### src/rtl/ising_instr_sequencer.sv
// Instruction sequencer: replays a small stored program of FIFO push/pop words,
// issuing each word's strobes once every FIFO it touches is ready.
module ising_instr_sequencer #(
  parameter int NUM_BITS = 8,
  parameter int INSTR_AW = 4
) (
  input  logic                clk,
  input  logic                rst,
  input  logic                instr_wr_en,
  input  logic [15:0]         instr_wr_data,
  input  logic                prog_clr,
  input  logic                run_trig,
  input  logic                halt,
  input  logic                a_full,
  input  logic                c_full,
  input  logic                a_empty,
  input  logic                b_empty,
  input  logic                c_empty,
  output logic                a_push,
  output logic                c_push,
  output logic [NUM_BITS-1:0] a_push_data,
  output logic [NUM_BITS-1:0] c_push_data,
  output logic                a_pop,
  output logic                b_pop,
  output logic                c_pop,
  output logic [15:0]         instr_count,
  output logic [INSTR_AW:0]   prog_len,
  output logic [2:0]          ex_state,
  output logic                busy,
  output logic                wr_err
);

  localparam int DEPTH = 1 << INSTR_AW;
  localparam logic [INSTR_AW:0] PROG_MAX = (INSTR_AW + 1)'(DEPTH);
  localparam logic [INSTR_AW:0] LEN_ONE  = (INSTR_AW + 1)'(1);

  typedef enum logic [2:0] {
    ST_IDLE  = 3'd0,
    ST_FETCH = 3'd1,
    ST_ISSUE = 3'd2,
    ST_DONE  = 3'd3
  } state_t;

  state_t              state_reg, state_next;
  logic [INSTR_AW-1:0] pc_reg, pc_next;
  logic [15:0]         instr_count_reg, instr_count_next;
  logic [INSTR_AW:0]   prog_len_reg, prog_len_next;
  logic                wr_err_reg, wr_err_next;

  logic [15:0]         instr_mem [DEPTH];
  logic [15:0]         instr_reg;

  logic                wr_accept;
  logic                prog_full;
  logic                last_instr;
  logic [2:0]          pop_req, pop_ok, fifo_empty;
  logic [1:0]          push_req, push_ok, fifo_full;
  logic                ready;
  logic                fire;
  logic [NUM_BITS-1:0] operand;
  logic                unused_bits;

  assign busy      = (state_reg == ST_FETCH) || (state_reg == ST_ISSUE);
  assign prog_full = (prog_len_reg == PROG_MAX);
  assign wr_accept = instr_wr_en && !busy && !prog_full && !prog_clr;

  // Program store: writes only land while idle, so they never race the fetch read.
  always_ff @(posedge clk) begin
    if (wr_accept) begin
      instr_mem[prog_len_reg[INSTR_AW-1:0]] <= instr_wr_data;
    end
    if (state_reg == ST_FETCH) begin
      instr_reg <= instr_mem[pc_reg];
    end
  end

  // Instruction decode: bits [2:0] pop a/b/c, bits [5:4] push a/c.
  assign fifo_empty = {c_empty, b_empty, a_empty};
  assign fifo_full  = {c_full, a_full};

  generate
    for (genvar gi = 0; gi < 3; gi++) begin : g_pop
      assign pop_req[gi] = instr_reg[gi];
      assign pop_ok[gi]  = !pop_req[gi] || !fifo_empty[gi];
    end
    for (genvar gi = 0; gi < 2; gi++) begin : g_push
      assign push_req[gi] = instr_reg[4 + gi];
      assign push_ok[gi]  = !push_req[gi] || !fifo_full[gi];
    end
  endgenerate

  assign ready       = (&pop_ok) && (&push_ok);
  assign fire        = (state_reg == ST_ISSUE) && ready && !halt;
  assign operand     = NUM_BITS'(instr_reg[15:8]);
  assign unused_bits = ^{instr_reg[7:6], instr_reg[3]};

  assign a_pop       = fire && pop_req[0];
  assign b_pop       = fire && pop_req[1];
  assign c_pop       = fire && pop_req[2];
  assign a_push      = fire && push_req[0];
  assign c_push      = fire && push_req[1];
  assign a_push_data = a_push ? operand : '0;
  assign c_push_data = c_push ? operand : '0;

  assign last_instr  = (({1'b0, pc_reg} + LEN_ONE) == prog_len_reg);

  // Program length and write-error bookkeeping.
  always_comb begin
    prog_len_next = prog_len_reg;
    wr_err_next   = wr_err_reg;
    if (!busy && prog_clr) begin
      prog_len_next = '0;
      wr_err_next   = 1'b0;
    end else if (instr_wr_en) begin
      if (busy || prog_full) begin
        wr_err_next = 1'b1;
      end else begin
        prog_len_next = prog_len_reg + LEN_ONE;
      end
    end
  end

  always_comb begin
    state_next       = state_reg;
    pc_next          = pc_reg;
    instr_count_next = instr_count_reg;
    if (halt) begin
      state_next = ST_IDLE;
    end else begin
      case (state_reg)
        ST_IDLE, ST_DONE: begin
          if (run_trig) begin
            if (prog_len_reg == '0) begin
              state_next = ST_DONE;
            end else begin
              pc_next          = '0;
              instr_count_next = '0;
              state_next       = ST_FETCH;
            end
          end
        end
        ST_FETCH: state_next = ST_ISSUE;
        ST_ISSUE: begin
          if (ready) begin
            if (instr_count_reg != 16'hFFFF) begin
              instr_count_next = instr_count_reg + 16'd1;
            end
            if (last_instr) begin
              state_next = ST_DONE;
            end else begin
              pc_next    = pc_reg + INSTR_AW'(1);
              state_next = ST_FETCH;
            end
          end
        end
        default: state_next = ST_IDLE;
      endcase
    end
  end

  always_ff @(posedge clk) begin
    if (rst) begin
      state_reg       <= ST_IDLE;
      pc_reg          <= '0;
      instr_count_reg <= '0;
      prog_len_reg    <= '0;
      wr_err_reg      <= 1'b0;
    end else begin
      state_reg       <= state_next;
      pc_reg          <= pc_next;
      instr_count_reg <= instr_count_next;
      prog_len_reg    <= prog_len_next;
      wr_err_reg      <= wr_err_next;
    end
  end

  assign instr_count = instr_count_reg;
  assign prog_len    = prog_len_reg;
  assign ex_state    = state_reg;
  assign wr_err      = wr_err_reg;

endmodule
### config.mk
export PLATFORM = sky130hd
export DESIGN_NAME = ising_instr_sequencer
export DESIGN_NICKNAME = d
export VERILOG_FILES = /design/src/rtl/ising_instr_sequencer.sv
export SDC_FILE = /design/constraint.sdc
export NUM_CORES = 1
export LEC_CHECK = 0
export CAP_MARGIN = 0
export CORE_MARGIN = 2
export CORE_UTILIZATION = 60
export CTS_BUF_LIST = sky130_fd_sc_hd__clkbuf_2 sky130_fd_sc_hd__clkbuf_4 sky130_fd_sc_hd__clkbuf_8
export CTS_CLUSTER_SIZE = 25
export DETAILED_ROUTE_END_ITERATION = 10
export GPL_TIMING_DRIVEN = 1
export PLACE_DENSITY = 0.81
export SETUP_SLACK_MARGIN = 0.3
export SLEW_MARGIN = 15
export SYNTH_ARGS = -nofsm -noshare
export SYNTH_HDL_FRONTEND = slang
export SYNTH_SLANG_ARGS = --single-unit
### constraint.sdc
create_clock -name clk -period 3.8 [get_ports clk]
set_input_delay 0.57 -clock clk [delete_from_list [all_inputs] [get_ports clk]]
set_output_delay 0.57 -clock clk [all_outputs]
set_load 0.01 [all_outputs]
==> results of run 1 <==
==> cells in the final DEF (no fill, tap or decap), drive strengths merged, types with 3 or more instances in the layout <==
master and count:
buf 27, nor3 6, nand3 8, a21oi 15, mux4 65, mux2i 3, ha 9, nand2 19
and2 5, o21ai 11, dfxtp 28, or4 8, or3 5, nand4 9, xnor2 6, and3 20
clkdlybuf4s50 69, xor2 4, edfxtp 221, o211ai 5, clkinv 8, inv 9, nor2 31, nand2b 3
clkbuf 56
==> metal layers <==
layer  global-route usage (%)  vias to the layer above
li1                         -                     2451
met1                     32.6                     2872
met2                     42.2                      296
met3                     6.28                       37
met4                     6.44                        0
met5                        0                        -
==> worst max-delay path by stage <==
stage                            start  slack, ps              end  depth (start not counted)
after global routing      instr_reg[4]        360   a_push_data[7]                          6
after detailed placement       a_empty        590   c_push_data[2]                          7
after floorplan            prog_len[0]        720  instr_mem[3][0]                          7
final                     instr_reg[4]        560   c_push_data[2]                          6
after CTS                  ex_state[0]        410   c_push_data[2]                          7
after global placement         a_empty        670   c_push_data[6]                          7
==> final cells by class <==
type,instances,area [µm²]
flip-flops and latches,249,7200
fillers,984,4610
multi-input cells,263,2710
repair buffers,96,906
clock buffers,56,677
well taps,220,275
clock inverters,11,60.1
inverters,7,26.3
==> critical path, delay by kind of cell (launching register included) <==
| kind | cells | cell delay (ps) |
|---|---|---|
| buf+inv | 2 | 760 |
| compound gates | 1 | 420 |
| simple gates | 3 | 440 |
| flops | 1 | 510 |
==> through the flow <==
stage	std cells	setup slack, ps	power (mW)
after floorplan	550	724	3.19
after global placement	835	669	3.29
after detailed placement	835	586	3.30
after CTS	902	414	5.42
after global routing	902	363	5.54
final	902	564	5.39
==> power by group through the flow <==
stage | clock network [mW] | logic, mW | registers [mW]
2_1_floorplan | 0 | 0.114 | 3.08
3_3_place_gp | 0 | 0.206 | 3.08
3_5_place_dp | 0 | 0.219 | 3.08
4_1_cts | 2.17 | 0.220 | 3.03
5_1_grt | 2.27 | 0.240 | 3.03
6_report | 2.14 | 0.223 | 3.03
==> cells by family (layout without fill, tap and decap cells) <==
family,Yosys count,count (layout),synth area share [%]
buffers and inverters,38,170,1.62
adders and majority gates,9,9,1.12
and+or+nand+nor,125,125,6.60
DFF,249,249,71.6
AOI/OAI and AO/OA,50,50,3.27
other,1,1,0.0373
xor gates and xnor gates,10,10,0.871
muxes,68,68,14.9
==> flow_summary.yaml, run 1 <==
place:
  dpl_cell_area_um2: 11100
  routabilityCongestion: 0.809
  hpwl_um: 13200
  port_buffers: 69
global_routing:
  gr-total-overflow: 0
  first_global_vias: 5680
  grt_pass1_wl_um: 32800
  antenna_found_initial: 0
  grtUsageTotal_pct: 24.8
  grt_max_degree: 36
power:
  pwr-share-comb_pct: 4.1
  seqPwrFrac_pct: 56.2
  pwr_density_cell_nw_per_um2: 454
  netSwitchingPower_mw: 1.13
  p_leak_nw: 3.83
  clock_power_share_pct: 39.7
  ir_worst_vdd_mv: 0.424
  p_int_mw: 4.25
  p_sw_share_pct: 21.0
detailed_routing:
  routed-via-count: 5656
  drt_iter0_markers: 545
  top_layer: "met4"
  met1_length_um: 8110
  wl_per_cell_um: 23.4
  avgViaCountPerCell: 6.27
  antenna_left: 0
  route.met3.wl_um: 1950
  wl_um: 21100
  first_pass_iters: 5
  drc_errors: 0
  route.met2.wl_um: 10600
sta:
  max_freq_mhz: 309
  rsz0062_at_grt: "no"
  finalSetupViolations: 0
  final.setup_skew_ps: 16.6
  fin_crit_ps: 3240
  drv_slew: 0
  relSlewSlack_pct: 45.1
  final_hold_viol_count: 0
  fin_crit_sh_pct: 85.2
  tightest_slew_ps: 824
  final.setup.tns_ps: 0
  fin_hold_ws_ps: 497
synthesis:
  syn_area_um2: 10000
  syn-num-nets: 586
  async_flop_share_pct: 0
  yosysWarnings: 0
  syn_area_per_cell_um2: 18.3
  synth.distinct_cells: 49
  yosysMostFrequentCell: "edfxtp_1"
  ys.flop_type: "edfxtp_1"
  synth_edf_count: 221
  synthTopCellsByArea: "edfxtp_1, mux4_2, dfxtp_1"
  syn_inst: 550
  yosysSeqAreaShare_pct: 71.6
  netlist.top_cell.by_area: "edfxtp_1"
  synth_common_cells: "edfxtp_1, mux4_2, nor2_1, dfxtp_1"
  synth_seq_cells: 249
  synth_top_area_share_pct: 66.0
layout:
  largest_reg_flops: 208
  fin_area_um2: 11900
  drive_above_1_share_pct: 23.8
  fin_nets: 693
  antennaDiodeCount: 0
  fin_util_pct: 72.0
  synthToLayoutAreaGrowth_pct: 18.0
worst_setup_path:
  ff2ff_setup_slack_ps: 780
  path_class: "reg -> out"
  worstPathRequired_ps: 3230
  crit_chain: "a222oi_1, nand2_1, nor3_1, buf_4, and3_1, clkdlybuf4s50_1"
  r2r_start: "prog_len[0]"
  critPathCaptureType: "output pin"
  slowest_delay_ps: 530
  cp.arrival_ps: 2670
  r2r_cells: 8
  start_kind: "flop"
  critPathSlowestCell: "clkdlybuf4s50_1"
  crit_fanout: 21
  r2r-end: "instr_mem[2][15]"
die:
  ios: 74
  rows: 47
  start_util_pct: 61.0
  core_um2: 16500
  fp.dieH_um: 133
  fp.dieW_um: 133
  die_area_um2: 17800
cts:
  numCtsBuffers: 40
  htreeDepth: 2
  root_buffer: "clkbuf_8"
  tritoncts: "yes"
  cts_hold_buf: 0
  clk_path_buf_depth: 3
  cts.sinks: 249
  clkTransAtPathRegs_ps: 60
  post_cts_buffers: 0
  ctsResizeCount: 0
  clkLatencyLatePin_ps: 540
min_path:
  hold_start: "wr_err"
  holdPathEnd: "wr_err"
  hold_class: "reg -> reg"
  worstHoldPathCells: 2
job:
  drv_cap: 0
status:
  outcome: "finished, final reports clean"
(Power assumes the default switching activity.)
==> run 2, diff against run 1 <==
CORE_MARGIN = 5   (was 2)
GPL_TIMING_DRIVEN = not set   (was 1)
==> flow_summary.yaml, run 2 (same netlist as run 1, synthesis figures left out) <==
cts:
  clk_path_buf_depth: 3
  cts.sinks: 249
  tritoncts: "yes"
  post_cts_buffers: 0
  numCtsBuffers: 40
  htreeDepth: 2
  clkLatencyLatePin_ps: 530
  root_buffer: "clkbuf_8"
  clkTransAtPathRegs_ps: 60
sta:
  max_freq_mhz: 310
  finalSetupViolations: 0
  rsz0062_at_grt: "no"
  fin_crit_sh_pct: 84.8
  relSlewSlack_pct: 46.3
  drv_slew: 0
  fin_crit_ps: 3220
  final_hold_viol_count: 0
  setup_slack_ps: 577
  tightest_slew_ps: 806
  final.setup_skew_ps: 17.6
  final.setup.tns_ps: 0
detailed_routing:
  first_pass_iters: 5
  route.met2.wl_um: 10800
  wl_um: 21100
  drc_errors: 0
  wl_per_cell_um: 23.3
  route.met3.wl_um: 1750
  met1_length_um: 8070
  antenna_left: 0
  routed-via-count: 5611
  avgViaCountPerCell: 6.20
  drt_iter0_markers: 467
  top_layer: "met4"
die:
  ios: 74
  fp.dieW_um: 139
  fp.dieH_um: 139
  core_um2: 16500
  die_area_um2: 19400
  start_util_pct: 60.8
  rows: 47
worst_setup_path:
  crit_chain: "inv_1, ha_2, inv_1, nor3_1, buf_4, and3_1, clkdlybuf4s50_1"
  crit_fanout: 21
  critPathCaptureType: "output pin"
  critPathSlowestCell: "clkdlybuf4s50_1"
  cp_common_cell: "inv_1"
  cp_num_cells: 7
  start_kind: "flop"
  crit_family: "buffers and inverters"
  path_buf_inv: 4
  cp.arrival_ps: 2650
  worstPathRequired_ps: 3230
  slowest_delay_ps: 540
  r2r_cells: 7
  path_class: "reg -> out"
power:
  ir_worst_vdd_mv: 0.348
  p_leak_nw: 3.83
  pwr_density_cell_nw_per_um2: 458
global_routing:
  antenna_found_initial: 0
  gr-total-overflow: 0
  grtUsageTotal_pct: 22.2
  grt_max_degree: 42
  grt_pass1_wl_um: 32800
  first_global_vias: 5747
place:
  routabilityCongestion: 0.811
  hpwl_um: 13000
  dp_slack_ps: 610
  port_buffers: 69
job:
  drv_cap: 0
layout:
  fin_util_pct: 71.9
  antennaDiodeCount: 0
  drive_above_1_share_pct: 23.1
  most-common-layout-cells: "edfxtp_1, clkdlybuf4s50_1, mux4_2, clkbuf_8, nor2_1"
  fillerInstances: 979
  final_common_cell: "edfxtp_1"
  fin_nets: 694
  synthToLayoutAreaGrowth_pct: 18.2
  largest_reg_flops: 208
min_path:
  hold_class: "reg -> reg"
  worstHoldPathCells: 2
status:
  outcome: "finished, final reports clean"
[run 2: changes by cell type in the layout (fill, tap and decap cells not counted), sizes merged]
| cell | previous run | this run |
|---|---|---|
| buf | 27 | 28 |
| clkbuf | 56 | 47 |
| bufinv | 0 | 2 |
| clkinvlp | 1 | 2 |
| clkinv | 8 | 16 |
[run 2: final timing paths]
check	start	to	slack, ps
max reg2reg	prog_len[0]	instr_count[3]	1020
max	ex_state[0]	a_push_data[5]	580
min reg2reg	instr_count[14]	instr_count[14]	510
min	instr_count[14]	instr_count[14]	510
[run 2: routing by layer]
| metal | global-route usage, % | vias to the layer above |
|---|---|---|
| li1 | - | 2463 |
| met1 | 28.5 | 2832 |
| met2 | 38.0 | 271 |
| met3 | 5.45 | 45 |
| met4 | 6.54 | 0 |
| met5 | 0 | - |
[run 2: through the flow]
step	hold slack, ps	instance area [µm²]	total power [mW]	cells
after floorplan	502	10000	3.19	550
after global placement	478	11100	3.29	836
after global routing	538	11900	5.64	905
after CTS	507	11900	5.48	905
after detailed placement	493	11100	3.30	836
final	507	11900	5.43	905
[run 2: timing repair]
| action | 4_1_cts | 5_1_grt |
|---|---|---|
| setup endpoints to repair | 0 | 3 |
| hold buffers | 0 | 0 |
| gates resized for setup | 0 | 1 |
[run 2: tightest hold or removal path, cell delays in order (launching register included)]
cell and delay [ps]:
dfxtp_1 320, o21ai_0 80, a21oi_1 60
[run 2: area by class of cell]
cell class                      instances  area, µm²  share of cell area (%)
Sequential cell                       249       7200                    60.6
Multi-Input combinational cell        263       2710                    22.8
Timing Repair Buffer                   97        901                    7.58
Clock buffer                           47        603                    5.08
Tap cell                              220        275                    2.32
Clock inverter                         22        159                    1.34
Inverter                                7       26.3                   0.221
[run 2: where the power goes]
part	internal (mW)	switching [mW]	leakage (nW)
Sequential	3.01	0.0182	2.22
Combinational	0.0959	0.128	1.22
Clock	1.19	0.990	0.391
Total	4.30	1.14	3.83
==> run 3, diff against run 2 <==
CORE_UTILIZATION = 55   (was 60)
PLACE_DENSITY = 0.79   (was 0.81)
clock period = 2.6 ns   (was 3.8 ns; I/O delays follow)
==> flow_summary.yaml, run 3 (same netlist as run 1, synthesis figures left out) <==
sta:
  max_freq_mhz: 344
  relSlewSlack_pct: 51.9
  final.setup.tns_ps: -3910
  final_hold_viol_count: 0
  drv_slew: 0
  rsz0062_at_grt: "yes"
  setup_slack_ps: -305
  fin_crit_ps: 2910
  tightest_slew_ps: 715
  fin_crit_sh_pct: 112
  final.setup_skew_ps: 24.9
  finalSetupViolations: 21
detailed_routing:
  drc_errors: 0
  wl_per_cell_um: 24.9
  first_pass_iters: 7
  drt_iter0_markers: 646
  antenna_left: 0
  wl_um: 24100
  routed-via-count: 6043
  avgViaCountPerCell: 6.24
power:
  p_leak_nw: 4.21
  pwr_density_cell_nw_per_um2: 641
  finalPower_mw: 8.17
  ir_worst_vdd_mv: 0.382
cts:
  cts.sinks: 249
  clkTransAtPathRegs_ps: 60
  clkLatencyLatePin_ps: 540
  clk_path_buf_depth: 3
  tritoncts: "yes"
  htreeDepth: 2
  root_buffer: "clkbuf_8"
  numCtsBuffers: 40
place:
  routabilityCongestion: 0.838
  dp_slack_ps: -382
  port_buffers: 69
  hpwl_um: 14500
  dpl_cell_area_um2: 11600
global_routing:
  antenna_found_initial: 0
  grtUsageTotal_pct: 22.5
  gr-total-overflow: 0
  grt_pass1_wl_um: 36600
  grt_max_degree: 33
  first_global_vias: 6241
job:
  drv_cap: 0
layout:
  fillerInstances: 1024
  antennaDiodeCount: 0
  final_common_cell: "edfxtp_1"
  fin_area_um2: 12700
  largest_reg_flops: 208
  drive_above_1_share_pct: 39.5
  synthToLayoutAreaGrowth_pct: 26.8
  fin_nets: 744
  most-common-layout-cells: "edfxtp_1, mux4_2, buf_4, clkdlybuf4s50_1, clkbuf_8"
worst_setup_path:
  cp.arrival_ps: 2520
  crit_fanout: 4
  start_kind: "flop"
  worstPathRequired_ps: 2210
  ff2ff_setup_slack_ps: 170
  critPathCaptureType: "output pin"
  path_class: "reg -> out"
status:
  outcome: "finished with violations"
  violations: "setup timing"
die:
  core_um2: 18000
  fp.dieW_um: 145
  start_util_pct: 55.9
  ios: 74
  fp.dieH_um: 145
  die_area_um2: 21100
  rows: 49
min_path:
  hold_class: "reg -> reg"
-- run 3: cell count changes in the layout (fill, tap and decap cells not counted), sizes merged --
cell	before	now
a211o	2	4
bufinv	2	1
clkinvlp	2	3
clkbuf	47	56
clkdlybuf4s50	69	47
buf	28	97
clkinv	16	13
dlygate4sd2	0	1
inv	9	7
-- run 3: through the flow --
stage / util (%) / cells / hold WS [ps]
3_5_place_dp: 64.4 / 877 / 470
3_3_place_gp: 64.4 / 877 / 455
6_report: 70.9 / 968 / 474
2_1_floorplan: - / 550 / 472
4_1_cts: 69.7 / 961 / 483
5_1_grt: 70.9 / 968 / 525
-- run 3: worst paths after layout --
kind	start	end	cells past startpoint
min reg2reg	wr_err	wr_err	2
min	wr_err	wr_err	2
max	instr_reg[0]	a_push_data[2]	9
max reg2reg	instr_reg[0]	instr_count[3]	8
-- run 3: what timing repair did --
item | in CTS | in global routing
hold buffers | 0 | 0
pin swaps | 10 | 18
buffers inserted | 7 | 7
gates resized for setup | 123 | 41
cloned | 4 | 0
setup endpoints to repair | 215 | 53
-- run 3: area by class of cell --
type | count | area [µm²] | area share (%)
inverters | 7 | 26.3 | 0.206
multi-input cells | 265 | 3040 | 23.8
well taps | 229 | 287 | 2.25
repair buffers | 145 | 1380 | 10.9
clock inverters | 17 | 106 | 0.835
clock buffers | 56 | 689 | 5.41
flip-flops and latches | 249 | 7210 | 56.6
-- run 3: critical path, stage by stage (launching register included) --
cell and delay [ps]:
edfxtp_1 410, a222oi_1 470, buf_4 220, nand2_4 50, nor3_4 140, buf_12 150, buf_8 110, buf_6 110
and3_4 190, buf_6 100
-- run 3: per-layer routing --
| layer | routed length, µm | global-route usage [%] |
|---|---|---|
| met4 | 627 | 6.62 |
| met3 | 1670 | 5.27 |
| met2 | 12600 | 38.7 |
| met1 | 9260 | 28.8 |
| met5 | 0 | 0 |
-- run 3: report_power, final --
| part | switching (mW) | internal [mW] | total [mW] |
|---|---|---|---|
| clock | 1.48 | 1.82 | 3.30 |
| sequential | 0.0228 | 4.40 | 4.42 |
| combinational | 0.247 | 0.205 | 0.452 |
| total | 1.75 | 6.42 | 8.17 |
